### config.mk
export PLATFORM = sky130hd
export DESIGN_NAME = mult_seq_param
export DESIGN_NICKNAME = d
export VERILOG_FILES = /design/src/rtl/mult_pkg.sv /design/src/rtl/mult_seq_datapath.sv /design/src/rtl/mult_seq_param.sv
export SDC_FILE = /design/constraint.sdc
export NUM_CORES = 1
export LEC_CHECK = 0
export CORE_UTILIZATION = 54
export CTS_CLUSTER_DIAMETER = 60
export DETAILED_ROUTE_END_ITERATION = 10
export PLACE_DENSITY = 0.86
export SLEW_MARGIN = 20
export SYNTH_ARGS = -nofsm -noshare
export SYNTH_HDL_FRONTEND = slang
export SYNTH_SLANG_ARGS = --single-unit
### constraint.sdc
create_clock -name clk -period 3.25 [get_ports clk]
set_clock_uncertainty 0.1 [all_clocks]
set_input_delay 0.975 -clock clk [delete_from_list [all_inputs] [get_ports clk]]
set_output_delay 0.975 -clock clk [all_outputs]
set_load 0.005 [all_outputs]
### src/rtl/mult_pkg.sv
// ---------------------------------------------------------------------------
// mult_pkg
// Shared definitions for the parametrised sequential multiplier:
//   - STATE_W       : width of the controller state register (2)
//   - DEFAULT_WIDTH : default operand width (8)
//   - state_t       : controller states WAIT=0, CALC=1, DONE=2 (3 is illegal)
// Optional feature macro used by the design files: MULT_SIGNED_EN
// ---------------------------------------------------------------------------
package mult_pkg;

    localparam int STATE_W       = 2;
    localparam int DEFAULT_WIDTH = 8;

    typedef enum logic [STATE_W-1:0] {
        WAIT = 2'd0,
        CALC = 2'd1,
        DONE = 2'd2
    } state_t;

endpackage

### src/rtl/mult_seq_datapath.sv
// ---------------------------------------------------------------------------
// mult_seq_datapath
// Register datapath of the repeated-addition multiplier.
//   A (WIDTH)   : addend, loaded with the larger operand magnitude
//   B (WIDTH)   : down-counter, loaded with the smaller magnitude
//   M (2*WIDTH) : accumulator / product
// Ports:
//   clk      in   rising-edge clock
//   reset    in   asynchronous active-low reset
//   load     in   accept operands: load A/B with compare/swap, clear M
//   step     in   one iteration: M += A, B -= 1
//   finish   in   last CALC cycle (B==0); applies sign fix-up if enabled
//   a_in     in   multiplicand (WIDTH)
//   b_in     in   multiplier (WIDTH)
//   b_zero   out  B == 0
//   m_o      out  accumulator M (2*WIDTH)
// Macro MULT_SIGNED_EN: two's complement operands, magnitudes iterated and
// the product negated on the final CALC edge when the signs differ.
// ---------------------------------------------------------------------------
module mult_seq_datapath
    import mult_pkg::*;
#(
    parameter int WIDTH = DEFAULT_WIDTH
) (
    input  logic               clk,
    input  logic               reset,
    input  logic               load,
    input  logic               step,
    input  logic               finish,
    input  logic [WIDTH-1:0]   a_in,
    input  logic [WIDTH-1:0]   b_in,
    output logic               b_zero,
    output logic [2*WIDTH-1:0] m_o
);

    logic [WIDTH-1:0]   a_q, a_d;
    logic [WIDTH-1:0]   b_q, b_d;
    logic [2*WIDTH-1:0] m_q, m_d;
    logic [WIDTH-1:0]   mag_a, mag_b;
    logic               swap;

`ifdef MULT_SIGNED_EN
    logic neg_q, neg_d;

    // The most negative value negates to itself; read unsigned, that is
    // exactly its magnitude 2^(WIDTH-1).
    assign mag_a = a_in[WIDTH-1] ? -a_in : a_in;
    assign mag_b = b_in[WIDTH-1] ? -b_in : b_in;
`else
    assign mag_a = a_in;
    assign mag_b = b_in;
`endif

    // Smaller magnitude becomes the iteration count; ties keep a_in in A.
    assign swap   = (mag_b > mag_a);
    assign b_zero = (b_q == '0);
    assign m_o    = m_q;

    always_comb begin
        a_d = a_q;
        b_d = b_q;
        m_d = m_q;
`ifdef MULT_SIGNED_EN
        neg_d = neg_q;
`endif
        if (load) begin
            a_d = swap ? mag_b : mag_a;
            b_d = swap ? mag_a : mag_b;
            m_d = '0;
`ifdef MULT_SIGNED_EN
            neg_d = a_in[WIDTH-1] ^ b_in[WIDTH-1];
`endif
        end else if (step) begin
            m_d = m_q + {{WIDTH{1'b0}}, a_q};
            b_d = b_q - {{(WIDTH-1){1'b0}}, 1'b1};
        end else if (finish) begin
`ifdef MULT_SIGNED_EN
            if (neg_q) begin
                m_d = -m_q;
            end
`endif
        end
    end

    always_ff @(posedge clk or negedge reset) begin
        if (!reset) begin
            a_q <= '0;
            b_q <= '0;
            m_q <= '0;
`ifdef MULT_SIGNED_EN
            neg_q <= 1'b0;
`endif
        end else begin
            a_q <= a_d;
            b_q <= b_d;
            m_q <= m_d;
`ifdef MULT_SIGNED_EN
            neg_q <= neg_d;
`endif
        end
    end

endmodule

### src/rtl/mult_seq_param.sv
// ---------------------------------------------------------------------------
// mult_seq_param
// Parametrised sequential multiplier (repeated addition) with an
// input-accept handshake and a result handshake. Holds the WAIT/CALC/DONE
// controller; arithmetic lives in mult_seq_datapath.
// Ports:
//   clk              in   rising-edge clock
//   reset            in   asynchronous active-low reset
//   input_available  in   operands valid on a_in/b_in
//   input_ready      out  high in WAIT
//   a_in             in   multiplicand (WIDTH)
//   b_in             in   multiplier (WIDTH)
//   result_rdy       out  high in DONE, result valid
//   result_taken     in   consumer took the result (sampled in DONE only)
//   result           out  product register M (2*WIDTH)
//   busy             out  high in CALC
// Macro MULT_SIGNED_EN: enables signed (two's complement) operation.
// ---------------------------------------------------------------------------
module mult_seq_param
    import mult_pkg::*;
#(
    parameter int WIDTH = DEFAULT_WIDTH
) (
    input  logic               clk,
    input  logic               reset,
    input  logic               input_available,
    output logic               input_ready,
    input  logic [WIDTH-1:0]   a_in,
    input  logic [WIDTH-1:0]   b_in,
    output logic               result_rdy,
    input  logic               result_taken,
    output logic [2*WIDTH-1:0] result,
    output logic               busy
);

    state_t state_q, state_d;
    logic   load, step, finish, b_zero;

    always_ff @(posedge clk or negedge reset) begin
        if (!reset) begin
            state_q <= WAIT;
        end else begin
            state_q <= state_d;
        end
    end

    always_comb begin
        state_d     = state_q;
        input_ready = 1'b0;
        result_rdy  = 1'b0;
        busy        = 1'b0;
        load        = 1'b0;
        step        = 1'b0;
        finish      = 1'b0;
        case (state_q)
            WAIT: begin
                input_ready = 1'b1;
                if (input_available) begin
                    load    = 1'b1;
                    state_d = CALC;
                end
            end
            CALC: begin
                busy = 1'b1;
                if (b_zero) begin
                    finish  = 1'b1;
                    state_d = DONE;
                end else begin
                    step = 1'b1;
                end
            end
            DONE: begin
                result_rdy = 1'b1;
                if (result_taken) begin
                    state_d = WAIT;
                end
            end
            // Encoding 3 is unreachable; recover to WAIT on the next edge.
            default: state_d = WAIT;
        endcase
    end

    mult_seq_datapath #(
        .WIDTH (WIDTH)
    ) u_datapath (
        .clk    (clk),
        .reset  (reset),
        .load   (load),
        .step   (step),
        .finish (finish),
        .a_in   (a_in),
        .b_in   (b_in),
        .b_zero (b_zero),
        .m_o    (result)
    );

endmodule

Word-level counts from Yosys, hierarchy flattened
Cells that the tools add are included.
W data, S select, Z words.
{ "classes": {"div": 0, "n_lt_le_gt_ge": 1, "multipliers": 0, "bitwise_logic": 0, "n_shift": 0, "addsub": 2, "mux": 17, "n_eq_ne": 5, "n_reduce_logical": 4} }
{ "op_table": {"columns": ["operator", "n"], "rows": [
  ["$mux W16", 2],
  ["$mux W8", 4],
  ["$add A16 B8 Y16", 1],
  ["$gt A8 B8 Y1", 1],
  ["$logic_not A8 Y1", 1],
  ["$sub A8 B1 Y8 const B", 1],
  ["$mux W1", 7],
  ["$mux W2", 3],
  ["$ne A2 B2 Y1 const B", 3],
  ["$pmux W2 S3", 1],
  ["$reduce_and A3 Y1", 1],
  ["$eq A2 B1 Y1 const B", 1],
  ["$eq A2 B2 Y1 const B", 1],
  ["$logic_not A2 Y1", 1],
  ["$reduce_bool A2 Y1", 1]
]} }
{ "totals": {"in_bits": 20, "wordCells": 33, "latchBits": 0, "romBits": 0, "ramBits": 0, "mem_count": 0, "regBits": 34, "out_inout_bits": 19} }

Longest topological paths before layout
Gate-level depths: netlist (run 1).
{ "depth": {"word_depth": 5, "mapped_depth": 8, "depth_no_buf": 7} }

Cells and area by module
From an unflattened synthesis (run 1), not the netlist that was laid out.
{ "unflattened": {"hier_cells": 275, "area_unflattened_um2": 2392.3} }
{ "by_module_without_submodules": {"columns": ["mod", "cells_per_inst", "instances", "seq_area_each_um2", "area_per_inst_um2"], "rows": [
  ["mult_seq_datapath", 262, 1, 800.8, 2274.7],
  ["mult_seq_param", 13, 1, 50.0, 117.6]
]} }

Worst setup path before layout (run 1)
Ideal clock, no wire load.
{ "synth_path": {"kind": "input -> register", "start": "input a_in[7]", "end": "register u_datapath.b_q[5]", "t_arrival_ns": 2.344, "n_path_buf": 1, "setup_time_ns": 0.082, "required_ns": 3.068, "path_slack_ns": 0.724, "cell_stages": 8, "cell_sequence": "inv_1 ha_1 nand4_1 nor2_1 a211o_1 clkbuf_1 a32o_1 a31oi_1"} }
{ "synth_via": {"elab_chain_len": 3} }
{ "synth_lines": {"columns": ["item", "line_no", "text"], "rows": [
  ["from (decl)", "mult_seq_param.sv:28", "input logic [WIDTH-1:0] a_in,"],
  ["$gt A8 B8 Y1", "mult_seq_datapath.sv:55", "assign swap = (mag_b > mag_a);"],
  ["$mux W8", "mult_seq_datapath.sv:68", "b_d = swap ? mag_a : mag_b;"],
  ["$mux W8", "mult_seq_datapath.sv:66", "if (load) begin"],
  ["to (signal assigned)", "mult_seq_datapath.sv:88", "b_q <= '0;"],
  ["to (signal assigned)", "mult_seq_datapath.sv:95", "b_q <= b_d;"],
  ["to (decl)", "mult_seq_datapath.sv:37", "logic [WIDTH-1:0] b_q, b_d;"]
]} }
Every way passes these cells.
A chain may end at the register's enable or synchronous reset.

Worst setup path in the final report (run 1)
Ends and elaborated chain as after synthesis.

==> results of run 1 <==
-- synth_stat cells (3+ instances only) --
master / number
nand4_1: 6
a211o_1: 3
nand3_1: 14
a31oi_1: 11
nor2_1: 17
or4_1: 3
o211ai_1: 12
dfrtp_1: 34
o21ai_0: 20
o21bai_1: 3
nor2b_1: 3
a21oi_1: 16
nand2_1: 19
xor2_1: 3
clkbuf_1: 8
inv_1: 15
a211oi_1: 5
o31ai_1: 8
ha_1: 18
-- area by class of cell --
type / instances / area, um2
fillers: 310 / 1170
well taps: 50 / 62.6
repair buffers: 50 / 470
inverters: 15 / 56.3
flip-flops and latches: 34 / 851
clock buffers: 5 / 68.8
multi-input cells: 202 / 1400
clock inverters: 2 / 10.0
-- registers in the layout (all words and copies together), names as in the netlist --
register / cells
u_datapath.m_o: 16
u_datapath.b_q: 8
state_q: 2
u_datapath.a_q: 8
-- metal layers --
layer / GRT usage / wire length (um)
met4: 0.130 / 91
met2: 0.442 / 2830
met3: 0.0817 / 409
met5: 0 / 0
met1: 0.385 / 2700
-- kinds of logic after synthesis --
family / Yosys count
simple gates: 80
compound gates: 95
flops: 34
fa+ha+maj: 19
xor+xnor: 5
buf+inv: 26
mux: 3
-- critical path: stages --
cell and delay [ns]:
clkdlybuf4s50_1 0.48, inv_1 0.06, ha_1 0.32, nand4_1 0.17, nor2_1 0.22, a211o_1 0.30, nand2_1 0.17, buf_4 0.19
a31oi_1 0.21
-- cells in the final DEF, fill, tap and decap left out, types with 5 or more instances in the layout --
cell and instances:
clkbuf_8 5, ha_1 18, nand3_1 14, a211oi_1 5, dfrtp_1 34, nor2_1 17
a31oi_1 11, a21oi_1 16, nand2_1 19, clkdlybuf4s50_1 38, o21ai_0 20, nand4_1 6
o211ai_1 12, inv_1 15, o31ai_1 8, buf_4 12
-- metrics by stage --
stage	power [mW]	std cells	util	hold slack (ns)	instance area, um2
final	2.70	358	0.714	0.434	2920
after global routing	2.93	358	0.714	0.444	2920
after CTS	2.69	358	0.714	0.432	2920
after detailed placement	2.36	351	0.694	0.416	2840
after global placement	2.30	351	0.694	0.417	2840
after floorplan	1.84	262	-	0.381	2350
-- worst paths after layout --
path	cells after the start	slack (ns)	from	end
min in group asynchronous	2	1.00	reset	u_datapath.m_o[9]
setup / recovery	9	0.23	a_in[7]	u_datapath.b_q[5]
hold reg to reg	1	0.43	u_datapath.m_o[12]	u_datapath.m_o[12]
setup reg to reg	7	0.53	u_datapath.m_o[0]	u_datapath.m_o[12]
max in group asynchronous	2	1.75	reset	u_datapath.b_q[7]
hold / removal	1	0.43	u_datapath.m_o[12]	u_datapath.m_o[12]
-- where the power goes --
part / internal [mW] / switching (mW)
registers: 0.639 / 0.228
logic: 0.746 / 0.786
clock network: 0.144 / 0.158
==> run_results.csv, run 1 <==
group,metric,value,unit
yosys,syn_inst,262,
detailed_routing,first_pass_iters,4,
place,pre_cts_ws,0.00576,ns
yosys,yosysSeqAreaShare,0.362,
die,pin_count,39,
timing,setup_viol,0,
detailed_routing,drcViolationCount,0,
yosys,synth_top_family_by_area,"compound AO/OA/AOI/OAI gates",
yosys,synth-seq-cells,34,
cts,htreeDepth,2,
detailed_routing,drtIter0Drc,158,
finish,drive_above_1_share,0.0812,
run,drv_cap,0,
critical_path,critPathCaptureType,"flop",
yosys,syn_avg_cell_area,8.97,um2
timing,fin_ws,0.234,ns
yosys,synth_cell_types,53,
timing,setup_tns,0,ns
global_route,grt_pass1_wl,9.86,mm
cts,cts_tree,"built",
yosys,synth_edf_count,0,
yosys,synth-main-ff-cell,"dfrtp_1",
power,power_leakage,1.22,nW
yosys,yosys.area_share.simple,0.186,
global_route,gr-usage-all-layers,0.292,
power,powerDensity,926,mW/mm2
cts,clk_pin_slew,0.07,ns
detailed_routing,ant_nets,0,
finish,final_net_count,347,
global_route,antenna_found_initial,0,
global_route,overflow,0,
timing,relSlewSlack,0.563,
timing,fin_crit_sh,0.928,
yosys,yosys.area.top_type,"dfrtp_1",
critical_path,cp-start-kind,"primary input",
yosys,synthTopCellsByArea,"dfrtp_1, ha_1, o21ai_0",
place,finalWeightedCongestion,0.979,
yosys,synthAdderAreaFrac,0.104,
critical_path,worstPathArrival,3.11,ns
detailed_routing,wirelength,6.03,mm
die,die_w,68.0,um
die,die_h,68.0,um
place,port_buffers,38,
die,dieArea,0.00462,mm2
timing,min_period,3.02,ns
finish,antenna_cells,0,
detailed_routing,wire_per_inst,16.8,um
power,peakVddDrop,0.000574,V
cts,cts_setup_buffers,0,
yosys,synth_compound_area_frac,0.272,
cts,cts_buffers,5,
cts,cts_root_buf,"clkbuf_8",
yosys,synthesis.nets,301,
run_status,status,"complete, no violations",
timing,slew_violations,0,
cts,ctsResizeCount,0,
yosys,yosys.area.top_type_share,0.362,
global_route,grt_pass1_vias,2089,
detailed_routing,vias_per_cell,6.38,
critical_path,critPathRequiredTime,3.34,ns
yosys,synth-async-reset-ratio,1.00,
finish,syn2layout_area_growth,24.1,%
die,coreArea,0.00409,mm2
die,initial_core_util,0.575,
yosys,yosys.area_share.xor_xnor,0.0186,
yosys,synthMuxAreaShare,0.0133,
cts,insertion_delay,0.29,ns
place,dp_hpwl,4.46,mm
timing,max_freq,332,MHz
yosys,synth_warnings,0,
cts,clk_path_buf_depth,2,
die,num_rows,23,
yosys,syn-cell-area,0.00235,mm2
timing,rsz0062_at_grt,"false",
cts,postCtsHoldBufs,0,
global_route,grt_max_degree,35,
cts,cts_sinks,34,
timing,hold_violations,0,
detailed_routing,vias,2283,
critical_path,path_class,"primary input to flop",
timing,worst_pin_slew,0.654,ns
critical_path,path_max_fanout,9,
min_path,hold_path_class,"flop to flop",
Note: power is estimated with default switching activity, not from simulation.
==> run 2, diff against run 1 <==
--- a/config.mk
+++ b/config.mk
@@ -5,10 +5,10 @@
 export SDC_FILE = /design/constraint.sdc
 export NUM_CORES = 1
 export LEC_CHECK = 0
-export CORE_UTILIZATION = 54
+export CORE_UTILIZATION = 45
 export CTS_CLUSTER_DIAMETER = 60
 export DETAILED_ROUTE_END_ITERATION = 10
-export PLACE_DENSITY = 0.86
+export PLACE_DENSITY = 0.74
 export SLEW_MARGIN = 20
 export SYNTH_ARGS = -nofsm -noshare
 export SYNTH_HDL_FRONTEND = slang
==> run 2 against run 1 <==
  * Hold slack improved by 0.0019 ns
  * Sequential share of layout area fell by 0.19 points
  * Final cell count rose by 4.5%
  * Via count fell by 2.1%
  * Critical path type unchanged
  * Largest cell class unchanged
  * Largest power group unchanged
  * Highest routed layer unchanged
==> run_results.csv, run 2 (synthesis gave the netlist of run 1 again) <==
group,metric,value,unit
run_status,status,"complete, no violations",
global_route,grt_pass1_wl,10.1,mm
finish,multi_input_area,0.00140,mm2
timing,hold_violations,0,
cts,cts_root_buf,"clkbuf_8",
finish,final_net_count,345,
finish,mostFrequentLayoutCells,"clkdlybuf4s50_1, dfrtp_1, o21ai_0",
place,dp_hpwl,4.52,mm
cts,cts_sinks,34,
timing,relSlewSlack,0.564,
global_route,antenna_found_initial,0,
die,initial_core_util,0.482,
timing,slew_violations,0,
detailed_routing,wire_per_inst,16.4,um
place,port_buffers,38,
global_route,grt_max_degree,35,
critical_path,slowest_delay,0.49,ns
detailed_routing,ant_nets,0,
critical_path,path_class,"primary input to flop",
finish,antenna_cells,0,
power,powerDensity,938,mW/mm2
timing,fin_crit_sh,0.909,
timing,min_period,2.95,ns
die,dieArea,0.00552,mm2
cts,clk_pin_slew,0.07,ns
power,power_leakage,1.22,nW
run,drv_cap,0,
critical_path,cp_slowest_cell,"clkdlybuf4s50_1",
cts,clk_path_buf_depth,2,
detailed_routing,vias,2236,
critical_path,critPathCaptureType,"flop",
die,die_h,74.3,um
global_route,grt_pass1_vias,2119,
cts,insertion_delay,0.29,ns
critical_path,worstPathArrival,3.02,ns
finish,stdcell_area,0.00294,mm2
timing,worst_pin_slew,0.651,ns
detailed_routing,wirelength,6.12,mm
critical_path,path_delay_family,"buffers and inverters",
cts,cts_setup_buffers,0,
die,coreArea,0.00488,mm2
critical_path,crit_chain,"clkdlybuf4s50_1, inv_1, ha_1, nand4_1, nor2_1, a211o_1, buf_4, a21oi_1, a311o_1",
cts,htreeDepth,2,
timing,setup_tns,0,ns
cts,cts_tree,"built",
die,num_rows,25,
die,pin_count,39,
detailed_routing,first_pass_iters,4,
finish,largest_reg_flops,16,
cts,postCtsHoldBufs,0,
die,die_w,74.3,um
global_route,overflow,0,
critical_path,critPathRequiredTime,3.32,ns
place,placed_cell_area,0.00284,mm2
finish,syn2layout_area_growth,24.9,%
timing,setup_viol,0,
critical_path,path_max_fanout,11,
min_path,hold_path_class,"flop to flop",
finish,drive_above_1_share,0.0749,
global_route,gr-usage-all-layers,0.242,
detailed_routing,drcViolationCount,0,
cts,ctsResizeCount,0,
detailed_routing,vias_per_cell,5.98,
timing,hold_slack,0.436,ns
timing,rsz0062_at_grt,"false",
cts,cts_buffers,5,
critical_path,path_buf_inv,3,
timing,max_freq,339,MHz
finish,fillCellCount,461,
power,peakVddDrop,0.000511,V
critical_path,cp-start-kind,"primary input",
finish,final-seq-area,851,um2
finish,mostFrequentLayoutCell,"clkdlybuf4s50_1",
place,finalWeightedCongestion,0.870,
detailed_routing,drtIter0Drc,147,
finish,finalCoreUtilization,0.602,
## run 2: cell types whose count changed in the layout (fill, tap and decap cells not counted)
cell	delta
clkbuf_8	+1
buf_4	-2
clkinv_2	-1
clkbuf_1	+1
## run 2: final cells by class
class	instances	share of cell area
clock buffers	7	0.0294
clock inverters	1	0.00171
inverters	15	0.0192
multi-input cells	202	0.476
flip-flops and latches	34	0.290
well taps	67	0.0286
repair buffers	48	0.155
## run 2: metrics by stage
step	cells	total power [mW]	setup WS [ns]
after floorplan	262	1.84	0.724
after global placement	366	2.33	0.112
after detailed placement	366	2.40	0.0310
after CTS	374	2.74	0.329
after global routing	374	2.99	0.223
final	374	2.75	0.297
## run 2: layer usage
metal,part of all wire,global-route usage
met1,0.46,0.329
met2,0.47,0.387
met5,0,0
met4,0.022,0.0922
met3,0.057,0.0434
## run 2: worst paths after layout
check                                  startpoint                 end  slack, ns  cells after the start
worst min register to register  u_datapath.a_q[3]   u_datapath.a_q[3]       0.44                      2
worst max-delay path                      a_in[7]   u_datapath.b_q[3]       0.30                      9
max in group asynchronous                   reset   u_datapath.a_q[5]       1.75                      2
worst min-delay path            u_datapath.a_q[3]   u_datapath.a_q[3]       0.44                      2
min in group asynchronous                   reset  u_datapath.m_o[11]       0.99                      2
worst max register to register  u_datapath.m_o[0]  u_datapath.m_o[12]       0.77                      8
## run 2: power by group
group          switching [mW]  total (mW)  internal [mW]
Sequential              0.228       0.868          0.640
Combinational           0.803        1.56          0.758
Clock                   0.154       0.325          0.171
## run 2: worst min-delay path, delay by kind of cell, from the launching register on
family / cells / cell delay [ns]
flops: 1 / 0.36
simple gates: 1 / 0.05
compound gates: 1 / 0.09
